[src/rtl/ucsbece154b_bp_update_ctrl_pkg.sv]
// Shared types and constants for the branch-predictor update controller.
// Holds the opcode constants, FSM state encoding and the layout of a queued prediction.
package ucsbece154b_bp_update_ctrl_pkg;

    // RISC-V major opcodes for control-flow instructions.
    localparam logic [6:0] instr_branch_op = 7'b1100011;
    localparam logic [6:0] instr_jal_op    = 7'b1101111;
    localparam logic [6:0] instr_jalr_op   = 7'b1100111;

    typedef enum logic [1:0] {
        StInit    = 2'd0,
        StRun     = 2'd1,
        StRecover = 2'd2
    } bp_state_e;

    // Fixed-width part of a queue entry; the PHT index is appended below it
    // because its width depends on NUM_GHR_BITS.
    typedef struct packed {
        logic [31:0] pc;
        logic        taken;
        logic [31:0] target;
    } pred_info_t;

    localparam int unsigned PredInfoWidth = $bits(pred_info_t);

    function automatic logic is_jump(input logic [6:0] op);
        return (op == instr_jal_op) || (op == instr_jalr_op);
    endfunction

endpackage

[src/rtl/ucsbece154b_bp_pred_queue.sv]
// In-order prediction FIFO with simultaneous push/pop, synchronous clear and occupancy count.
// The caller guarantees pops only when non-empty and pushes only when not full
// (or when a pop in the same cycle frees the slot).
module ucsbece154b_bp_pred_queue #(
    parameter int unsigned WIDTH = 8,
    parameter int unsigned DEPTH = 4
) (
    input  logic                     clk,
    input  logic                     reset_i,
    input  logic                     clear_i,
    input  logic                     push_i,
    input  logic [WIDTH-1:0]         push_data_i,
    input  logic                     pop_i,
    output logic [WIDTH-1:0]         head_o,
    output logic [$clog2(DEPTH):0]   count_o
);

    localparam int unsigned PtrW = $clog2(DEPTH);
    localparam int unsigned CntW = PtrW + 1;

    logic [WIDTH-1:0] mem_q [DEPTH];
    logic [PtrW-1:0]  wr_ptr_q, rd_ptr_q;
    logic [CntW-1:0]  count_q;

    // Pointer and occupancy bookkeeping; clear wins over any same-cycle push/pop.
    always_ff @(posedge clk or negedge reset_i) begin
        if (!reset_i) begin
            wr_ptr_q <= '0;
            rd_ptr_q <= '0;
            count_q  <= '0;
        end else if (clear_i) begin
            wr_ptr_q <= '0;
            rd_ptr_q <= '0;
            count_q  <= '0;
        end else begin
            if (push_i) wr_ptr_q <= wr_ptr_q + PtrW'(1);
            if (pop_i)  rd_ptr_q <= rd_ptr_q + PtrW'(1);
            case ({push_i, pop_i})
                2'b10:   count_q <= count_q + CntW'(1);
                2'b01:   count_q <= count_q - CntW'(1);
                default: count_q <= count_q;
            endcase
        end
    end

    // Entry storage; pointers wrap naturally because DEPTH is a power of two.
    always_ff @(posedge clk) begin
        if (push_i && !clear_i) begin
            mem_q[wr_ptr_q] <= push_data_i;
        end
    end

    assign head_o  = mem_q[rd_ptr_q];
    assign count_o = count_q;

endmodule

[src/rtl/ucsbece154b_bp_update_ctrl.sv]
// Branch-predictor update controller: queues fetch-time predictions, matches them
// in order against execute-stage resolutions, and issues registered BTB/PHT training
// strobes, GHR clears and a one-cycle flush/redirect on mispredict.
// Optional feature macro: BP_STATS_EN adds saturating resolve/mispredict counters.
module ucsbece154b_bp_update_ctrl
    import ucsbece154b_bp_update_ctrl_pkg::*;
#(
    parameter int unsigned NUM_BTB_ENTRIES = 32,
    parameter int unsigned NUM_GHR_BITS    = 5,
    parameter int unsigned QUEUE_DEPTH     = 4
) (
    input  logic                               clk,
    input  logic                               reset_i,
    input  logic                               pred_valid_i,
    input  logic [31:0]                        pred_pc_i,
    input  logic                               pred_taken_i,
    input  logic [31:0]                        pred_target_i,
    input  logic [NUM_GHR_BITS-1:0]            pred_phtaddr_i,
    output logic                               pred_ready_o,
    input  logic                               res_valid_i,
    input  logic [6:0]                         res_op_i,
    input  logic                               res_taken_i,
    input  logic [31:0]                        res_target_i,
    output logic                               flush_o,
    output logic [31:0]                        redirect_pc_o,
    output logic                               BTB_we_o,
    output logic [$clog2(NUM_BTB_ENTRIES)-1:0] BTBwriteaddress_o,
    output logic [31:0]                        BTBwritedata_o,
    output logic [6:0]                         op_o,
    output logic                               PHTwe_o,
    output logic                               PHTincrement_o,
    output logic [NUM_GHR_BITS-1:0]            PHTwriteaddress_o,
    output logic                               GHRreset_o,
    output logic [$clog2(QUEUE_DEPTH):0]       q_count_o
`ifdef BP_STATS_EN
    ,
    output logic [31:0]                        stat_branches_o,
    output logic [31:0]                        stat_mispredicts_o
`endif
);

    localparam int unsigned BtbIdxW = $clog2(NUM_BTB_ENTRIES);
    localparam int unsigned CountW  = $clog2(QUEUE_DEPTH) + 1;
    localparam int unsigned EntryW  = PredInfoWidth + NUM_GHR_BITS;

    bp_state_e state_q, state_d;

    pred_info_t              push_info, head_info;
    logic [NUM_GHR_BITS-1:0] head_phtaddr;
    logic [EntryW-1:0]       push_entry, head_entry;
    logic [CountW-1:0]       q_count;
    logic q_push, q_pop, q_clear, q_full, q_empty, in_run;
    logic mispredict, mispredict_pop;

    logic                    btb_we_q, btb_we_d;
    logic                    pht_we_q, pht_we_d;
    logic                    pht_inc_q, pht_inc_d;
    logic                    flush_q, flush_d;
    logic                    ghr_reset_q, ghr_reset_d;
    logic [BtbIdxW-1:0]      btb_addr_q, btb_addr_d;
    logic [31:0]             btb_data_q, btb_data_d;
    logic [31:0]             redirect_q, redirect_d;
    logic [6:0]              op_q, op_d;
    logic [NUM_GHR_BITS-1:0] pht_addr_q, pht_addr_d;

    // Pack the incoming prediction and unpack the queue head.
    always_comb begin
        push_info.pc     = pred_pc_i;
        push_info.taken  = pred_taken_i;
        push_info.target = pred_target_i;
        push_entry       = {push_info, pred_phtaddr_i};
        {head_info, head_phtaddr} = head_entry;
    end

    assign q_empty = (q_count == '0);
    assign q_full  = (q_count == CountW'(QUEUE_DEPTH));
    assign in_run  = (state_q == StRun);
    assign q_pop   = in_run & res_valid_i & ~q_empty;
    // A pop frees the head slot, so a full queue may still take a same-cycle push.
    assign q_push  = in_run & pred_valid_i & (~q_full | q_pop);

    assign mispredict = (head_info.taken != res_taken_i) |
                        (res_taken_i & (head_info.target != res_target_i));
    assign mispredict_pop = q_pop & mispredict;
    assign q_clear        = mispredict_pop;

    ucsbece154b_bp_pred_queue #(
        .WIDTH (EntryW),
        .DEPTH (QUEUE_DEPTH)
    ) u_pred_queue (
        .clk         (clk),
        .reset_i     (reset_i),
        .clear_i     (q_clear),
        .push_i      (q_push),
        .push_data_i (push_entry),
        .pop_i       (q_pop),
        .head_o      (head_entry),
        .count_o     (q_count)
    );

    // FSM state register.
    always_ff @(posedge clk or negedge reset_i) begin
        if (!reset_i) state_q <= StInit;
        else          state_q <= state_d;
    end

    // FSM next state; INIT leaves once its GHR clear has been issued.
    always_comb begin
        state_d = state_q;
        unique case (state_q)
            StInit:    if (ghr_reset_q) state_d = StRun;
            StRun:     if (mispredict_pop) state_d = StRecover;
            StRecover: state_d = StRun;
            default:   state_d = StInit;
        endcase
    end

    // FSM outputs: fetch may push only while running with room.
    always_comb begin
        pred_ready_o = (state_q == StRun) & ~q_full;
    end

    // Next values of the registered training/recovery outputs; data fields hold between pops.
    always_comb begin
        btb_we_d    = 1'b0;
        pht_we_d    = 1'b0;
        flush_d     = 1'b0;
        ghr_reset_d = (state_q == StInit) & ~ghr_reset_q;
        pht_inc_d   = pht_inc_q;
        btb_addr_d  = btb_addr_q;
        btb_data_d  = btb_data_q;
        redirect_d  = redirect_q;
        op_d        = op_q;
        pht_addr_d  = pht_addr_q;
        if (q_pop) begin
            op_d       = res_op_i;
            btb_data_d = res_target_i;
            btb_addr_d = head_info.pc[BtbIdxW+1:2];
            pht_addr_d = head_phtaddr;
            pht_inc_d  = res_taken_i;
            if (res_op_i == instr_branch_op) begin
                pht_we_d = 1'b1;
                btb_we_d = res_taken_i & (mispredict | ~head_info.taken);
            end else if (is_jump(res_op_i)) begin
                btb_we_d = mispredict;
            end
            if (mispredict) begin
                flush_d     = 1'b1;
                ghr_reset_d = 1'b1;
                redirect_d  = res_taken_i ? res_target_i : head_info.pc + 32'd4;
            end
        end
    end

    // Registered outputs; async reset drops every strobe immediately.
    always_ff @(posedge clk or negedge reset_i) begin
        if (!reset_i) begin
            btb_we_q    <= 1'b0;
            pht_we_q    <= 1'b0;
            pht_inc_q   <= 1'b0;
            flush_q     <= 1'b0;
            ghr_reset_q <= 1'b0;
            btb_addr_q  <= '0;
            btb_data_q  <= '0;
            redirect_q  <= '0;
            op_q        <= '0;
            pht_addr_q  <= '0;
        end else begin
            btb_we_q    <= btb_we_d;
            pht_we_q    <= pht_we_d;
            pht_inc_q   <= pht_inc_d;
            flush_q     <= flush_d;
            ghr_reset_q <= ghr_reset_d;
            btb_addr_q  <= btb_addr_d;
            btb_data_q  <= btb_data_d;
            redirect_q  <= redirect_d;
            op_q        <= op_d;
            pht_addr_q  <= pht_addr_d;
        end
    end

    assign BTB_we_o          = btb_we_q;
    assign BTBwriteaddress_o = btb_addr_q;
    assign BTBwritedata_o    = btb_data_q;
    assign op_o              = op_q;
    assign PHTwe_o           = pht_we_q;
    assign PHTincrement_o    = pht_inc_q;
    assign PHTwriteaddress_o = pht_addr_q;
    assign GHRreset_o        = ghr_reset_q;
    assign flush_o           = flush_q;
    assign redirect_pc_o     = redirect_q;
    assign q_count_o         = q_count;

`ifdef BP_STATS_EN
    logic [31:0] stat_br_q, stat_mp_q;

    // Saturating counters of resolved pops and of mispredicts among them.
    always_ff @(posedge clk or negedge reset_i) begin
        if (!reset_i) begin
            stat_br_q <= '0;
            stat_mp_q <= '0;
        end else begin
            if (q_pop && (stat_br_q != '1))          stat_br_q <= stat_br_q + 32'd1;
            if (mispredict_pop && (stat_mp_q != '1)) stat_mp_q <= stat_mp_q + 32'd1;
        end
    end

    assign stat_branches_o    = stat_br_q;
    assign stat_mispredicts_o = stat_mp_q;
`endif

endmodule

[config.mk]
export PLATFORM = sky130hd
export DESIGN_NAME = ucsbece154b_bp_update_ctrl
export DESIGN_NICKNAME = d
export VERILOG_FILES = /design/src/rtl/ucsbece154b_bp_update_ctrl_pkg.sv /design/src/rtl/ucsbece154b_bp_pred_queue.sv /design/src/rtl/ucsbece154b_bp_update_ctrl.sv
export SDC_FILE = /design/constraint.sdc
export NUM_CORES = 1
export LEC_CHECK = 0
export ABC_AREA = 1
export CORE_ASPECT_RATIO = 0.8
export CORE_UTILIZATION = 56
export DETAILED_ROUTE_END_ITERATION = 10
export HOLD_SLACK_MARGIN = 0.15
export MAX_ROUTING_LAYER = met4
export PLACE_DENSITY = 0.8
export SYNTH_ARGS = -nofsm -noshare
export SYNTH_HDL_FRONTEND = slang
export SYNTH_SLANG_ARGS = --single-unit
[constraint.sdc]
create_clock -name clk -period 6.77 [get_ports clk]
set_clock_uncertainty 0.2 [all_clocks]
set_input_delay 1.354 -clock clk [delete_from_list [all_inputs] [get_ports clk]]
set_output_delay 1.354 -clock clk [all_outputs]
set_load 0.01 [all_outputs]
==> qor.txt, run 1 <==
Library cells used by synthesis: 39
Worst-Margin Slew: 1.18 ns
Drt pass-1 iters: 6
Gp weighted congestion: 0.941
Max-cap violations: 0
CTS tree: done
H-tree depth: 2
Crit path launch type: flop
Status: finished, final reports clean
Yosys top cell area share: 50.3%
Synth-to-Final Area Change: 19.9%
Worst-path clk slew: 0.06 ns
Drt drc: 0
Die Span X: 195 um
Placed cell areas: 18900 um2
Post-CTS Setup Inserts: 0
Mean number of vias per cell: 5.69
NetSw: 3.41 mW
Primary FF master, synth: edfxtp_1
Number of hold buffers added after cts: 0
Die ar.: 30500 um2
Sequential fraction of the synthesis area: 64.6%
Dpl hpwl: 32.2 mm
CP max FO: 84
Crit path buf inv count: 3
Drt wl/cell: 20.6 um
IO Pins: 204
Hold path startpoint: PHTwriteaddress_o[1]
Synthesized flop and latch total: 375
Synthesized area: 16700 um2
Top cells by count, synth: 613 x nand2_1, 280 x edfxtp_1, 157 x nand3_1, 122 x o21ai_0, 111 x inv_1
Crit path max-delay family: buffers and inverters
Sw Share: 39.4%
Worst hold margin: 0.276 ns
Period utilisation layout: 73.2%
Antenna violations before repair: 0
Comb pwr share: 40.1%
Internal Dissipation: 5.24 mW
CTS Buf Count: 37
Lkg Pwr: 8.22 nW
Critical path data arrival time: 4.93 ns
Syn_area_per_cell: 9.81 um2
Crit. Startpoint: u_pred_queue.rd_ptr_q[0]
Worst skew pair latency: 0.55 ns
Critical path type: flop to flop
Slowest stage cell, crit path: inv_4
Resized cells post-CTS: 0
Core ar.: 29300 um2
Number of global-route vias before repair: 12.1k
GRT Util Overall: 32.1%
Seq pwr share: 37.8%
Top post-synthesis cells by area: edfxtp_1 50%, dfrtp_1 14%, nand2_1 14%
Synth async-reset ratio: 25.3%
Global-route wire length before repair: 70.8 mm
Fin area: 20000 um2
Deepest clock path buffer count: 3
WL final: 47.2 mm
Clk root buf: clkbuf_16
Row cnt: 56
Critical Path Max Stage Delay: 0.73 ns
Worst slew margin: 21.6%
Min-Delay Path Class: flop to flop
Synth warn: 0
Final count of hold timing violations: 0
Maximum vdd drop: 238 uV
Top-count cell post-synth: nand2_1
RSZ-0062 raised after global routing: false
Cells after synthesis: 1703
Max Slew Vio Count: 0
Antenna violation net count after detailed routing: 0
Max Fclk: 0.202 GHz
Worst R2R Start: u_pred_queue.rd_ptr_q[0]
Die Y-Extent: 156 um
Post-synth EDFFs: 280
PnR Total Power: 8.66 mW
Most frequent CP cell: nand2_1
# setup viols final: 0
Starting Density: 57.0%
Critical path required time: 6.75 ns
Clk sink count: 375
Grt total ovfl: 0
Clock Power Share: 22.1%
Fillers: 2226
Drt initial violations: 1580
Syn_nets: 1823
Power Dens Cells: 432 nW/um2
Critical Path, Cell by Cell: inv_4 > buf_4 > nand2_1 > nand3_1 > nand2_1 > nand2_1 > nand4_1 > nor2_1 > nand3_1 > nand3_2 > nand2_1 > nor2_4 > buf_12
Setup TNS: 0 ns
N_diodes: 0
Largest net degree at the start of global routing: 110
Vias: 13.0k
Dominant cell type by area after synthesis: edfxtp_1
Buffers on Ports: 203
Setup crit end kind: flop
Final net count: 2007
Min cycle time layout: 4.95 ns
Share of layout cells above drive strength 1: 4.39%
state kept, by name, indices dropped and copies added (netlist names), 2 cells and up:
signal	cells
redirect_pc_o	32
u_pred_queue.rd_ptr_q	2
BTBwriteaddress_o	5
op_o	7
BTBwritedata_o	32
u_pred_queue.wr_ptr_q	2
u_pred_queue.mem_q	280
PHTwriteaddress_o	5
u_pred_queue.count_o	3
state_q	2
cell families (layout without fill, tap and decap cells):
group / after synthesis / count (layout) / share of synthesized area, %
compound gates: 189 / 189 / 6.10
xor+xnor: 15 / 15 / 0.786
fa+ha+maj: 6 / 6 / 0.494
buf+inv: 193 / 403 / 5.25
flops: 375 / 375 / 64.6
mux: 1 / 1 / 0.0599
simple gates: 924 / 924 / 22.8
layout by cell type, fill, tap and decap left out, drive strengths merged, types with 3 or more instances in the layout:
cell           instances
clkbuf                58
o22ai                  6
nand3                160
xor2                  13
a21oi                 24
and2                   3
dfrtp                 95
edfxtp               280
nand4                 18
o211ai                18
inv                  118
clkinv                 7
ha                     5
buf                   17
nand3b                 6
clkdlybuf4s50        202
nand2                613
nor3                   6
nor2                 115
o21ai                133
routing by layer:
| metal | GRT usage [%] | routed length [um] | vias up | share of wire [%] |
|---|---|---|---|---|
| met5 | - | 0 | - | 0 |
| met4 | 9.60 | 1270 | 0 | 2.7 |
| met3 | 6.10 | 5050 | 77 | 11 |
| met2 | 48.1 | 21400 | 709 | 45 |
| met1 | 45.0 | 19500 | 6176 | 41 |
| li1 | - | - | 6079 | - |
area by class of cell:
class	count	area (um2)	area share [%]
inverters	119	449	2.24
multi-input cells	1135	5080	25.3
well taps	377	472	2.35
clock buffers	58	1020	5.11
flip-flops and latches	375	10800	53.8
repair buffers	219	2160	10.8
clock inverters	7	63.8	0.318
power groups by stage:
stage | registers, mW | clock network [mW] | logic [mW]
floorplan | 3.31 | 0 | 2.05
global placement | 3.29 | 0 | 3.35
detailed placement | 3.31 | 0 | 3.43
CTS | 3.27 | 1.93 | 3.44
global route | 3.31 | 2.01 | 3.80
finish | 3.27 | 1.91 | 3.47
worst register-to-register path: cells and delay by family (launching register included):
kind | cells | cell delay, ns
DFF | 1 | 0.71
and+or+nand+nor | 10 | 1.68
buffers and inverters | 3 | 1.88
per-stage QoR:
step,utilization [%],instances,worst slack [ns]
2_1_floorplan,-,1703,0.687
3_3_place_gp,64.7,2225,1.93
3_5_place_dp,64.7,2225,1.91
4_1_cts,68.4,2290,1.94
5_1_grt,68.4,2290,1.56
6_report,68.4,2290,1.82
final timing paths:
kind | slack [ns] | depth (start not counted) | end
max in group asynchronous | 4.51 | 2 | u_pred_queue.rd_ptr_q[0]
min reg2reg | 0.28 | 2 | PHTwriteaddress_o[1]
min in group asynchronous | 0.56 | 1 | BTBwritedata_o[14]
max | 1.82 | 13 | u_pred_queue.mem_q[2][39]
max reg2reg | 1.82 | 13 | u_pred_queue.mem_q[2][39]
min | 0.28 | 2 | PHTwriteaddress_o[1]
Power figures use the tool's default switching activity.
==> run 2: changes to the inputs <==
- CORE_UTILIZATION: 56 -> 51
- PLACE_DENSITY: 0.8 -> 0.77
- clock period: 6.77 -> 4.3 ns (I/O delays scaled with it)
==> run 2 against run 1 <==
Compared with the run above: combinational power up 65%; register-to-register slack worse by 1.5 ns; non-clock buffer count up 11; critical endpoint is now u_pred_queue.mem_q[3][9]; final cell count up 2.6%; sequential power up 56%; global-route usage down 1.4 points; die area up 9.7%.
==> qor.txt, run 2 (synthesis gave the netlist of run 1 again) <==
Critical path data arrival time: 4.04 ns
Clk sink count: 375
Most frequent CP cell: nand2_1
Worst skew pair latency: 0.54 ns
Row cnt: 58
Antenna violations before repair: 0
Worst reg2reg path depth: 14
Core ar.: 31900 um2
Comb pwr share: 40.9%
Drt pass-1 iters: 6
CTS Buf Count: 38
Max-cap violations: 0
Gp weighted congestion: 0.988
RR Endpoint: u_pred_queue.mem_q[3][9]
Global-route wire length before repair: 74.1 mm
Share of layout cells above drive strength 1: 5.39%
Non-filler cells, final: 2349
Worst hold margin: 0.200 ns
Critical path type: flop to flop
Post-CTS Setup Inserts: 0
Slowest stage cell, crit path: nor2_4
Crit. Startpoint: u_pred_queue.rd_ptr_q[0]
Final net count: 2019
Resized cells post-CTS: 0
Commonest non-fill, non-tap cell in the layout: nand2_1
Max FFs per register: 280
Largest net degree at the start of global routing: 162
RSZ-0062 raised after global routing: false
Worst-Margin Slew: 0.942 ns
Placed cell count: 2279
Maximum vdd drop: 556 uV
Final setup margin: 0.292 ns
Max Fclk: 0.249 GHz
Vias: 13.3k
NetSw: 5.58 mW
Power Dens Cells: 687 nW/um2
Min cycle time layout: 4.01 ns
GRT Util Overall: 30.7%
Number of global-route vias before repair: 12.5k
Most frequent cells in the layout: 612 x nand2_1, 280 x edfxtp_1, 202 x clkdlybuf4s50_1
Worst R2R Start: u_pred_queue.rd_ptr_q[0]
Lkg Pwr: 8.35 nW
Worst slew margin: 37.2%
Setup crit end kind: flop
Number of hold buffers added after cts: 0
Status: finished, final reports clean
Seq pwr share: 36.4%
R2R Setup Slk: 0.29 ns
Starting Density: 52.4%
Finished Core Util: 63.9%
CP max FO: 161
Critical Path Max Stage Delay: 0.59 ns
Worst-path clk slew: 0.06 ns
Final count of hold timing violations: 0
# setup viols final: 0
Drt wl/cell: 21.0 um
PnR Total Power: 14.0 mW
Grt total ovfl: 0
Sw Share: 39.9%
Top reg by flops: u_pred_queue.mem_q
Deepest clock path buffer count: 3
Synth-to-Final Area Change: 21.9%
Pre-CTS WS: 0.399 ns
Max Slew Vio Count: 0
Setup TNS: 0 ns
IO Pins: 204
Die ar.: 33500 um2
Antenna violation net count after detailed routing: 0
Internal Dissipation: 8.41 mW
WL final: 49.4 mm
Die Span X: 204 um
Crit path buf inv count: 2
Drt initial violations: 1685
Critical Path, Cell by Cell: buf_12 > nand2_1 > nand3_1 > nand2_1 > nand2_1 > nand2_1 > nor3_1 > nand2_1 > nor2_1 > nand3_1 > nand3_2 > nand2_1 > nor2_4 > buf_12
Mean number of vias per cell: 5.66
CTS tree: done
Min-Delay Path Class: input pin to asynchronous set/reset pin
H-tree depth: 2
Die Y-Extent: 164 um
Crit path launch type: flop
Clock Power Share: 22.7%
Fillers: 2520
Clk root buf: clkbuf_16
N_diodes: 0
Period utilisation layout: 93.2%
Drt drc: 0
Dpl hpwl: 34.1 mm
Critical path required time: 4.33 ns
Buffers on Ports: 203
Placed cell areas: 19200 um2
Fin area: 20400 um2
Crit path max-delay family: simple AND/OR/NAND/NOR gates
-- run 2: worst max-delay path by stage --
stage,end,slack (ns),cells after the start
CTS,u_pred_queue.mem_q[3][9],0.40,12
global placement,u_pred_queue.mem_q[3][37],0.41,12
detailed placement,u_pred_queue.mem_q[3][27],0.40,12
finish,u_pred_queue.mem_q[3][9],0.29,14
global route,u_pred_queue.mem_q[3][9],0.23,14
floorplan,u_pred_queue.mem_q[0][0],-0.16,11
-- run 2: area by class of cell --
cell class              instances  area (um2)  share of cell area, %
clock inverters                15        86.3                  0.424
well taps                     420         526                   2.58
inverters                     119         449                   2.21
repair buffers                230        2340                   11.5
multi-input cells            1135        5080                   24.9
flip-flops and latches        375       10800                   53.0
clock buffers                  55        1100                   5.39
-- run 2: power by group through the flow --
stage | logic (mW) | registers, mW | clock network, mW
2_1_floorplan | 3.24 | 5.20 | 0
3_3_place_gp | 5.55 | 5.13 | 0
3_5_place_dp | 5.62 | 5.15 | 0
4_1_cts | 5.66 | 5.08 | 3.21
5_1_grt | 6.28 | 5.14 | 3.34
6_report | 5.73 | 5.09 | 3.17
-- run 2: layer usage --
| metal | share of wire, % | GRT usage [%] |
|---|---|---|
| met2 | 45 | 45.6 |
| met4 | 2.6 | 8.62 |
| met3 | 10 | 6.07 |
| met1 | 42 | 43.1 |
| met5 | 0 | - |
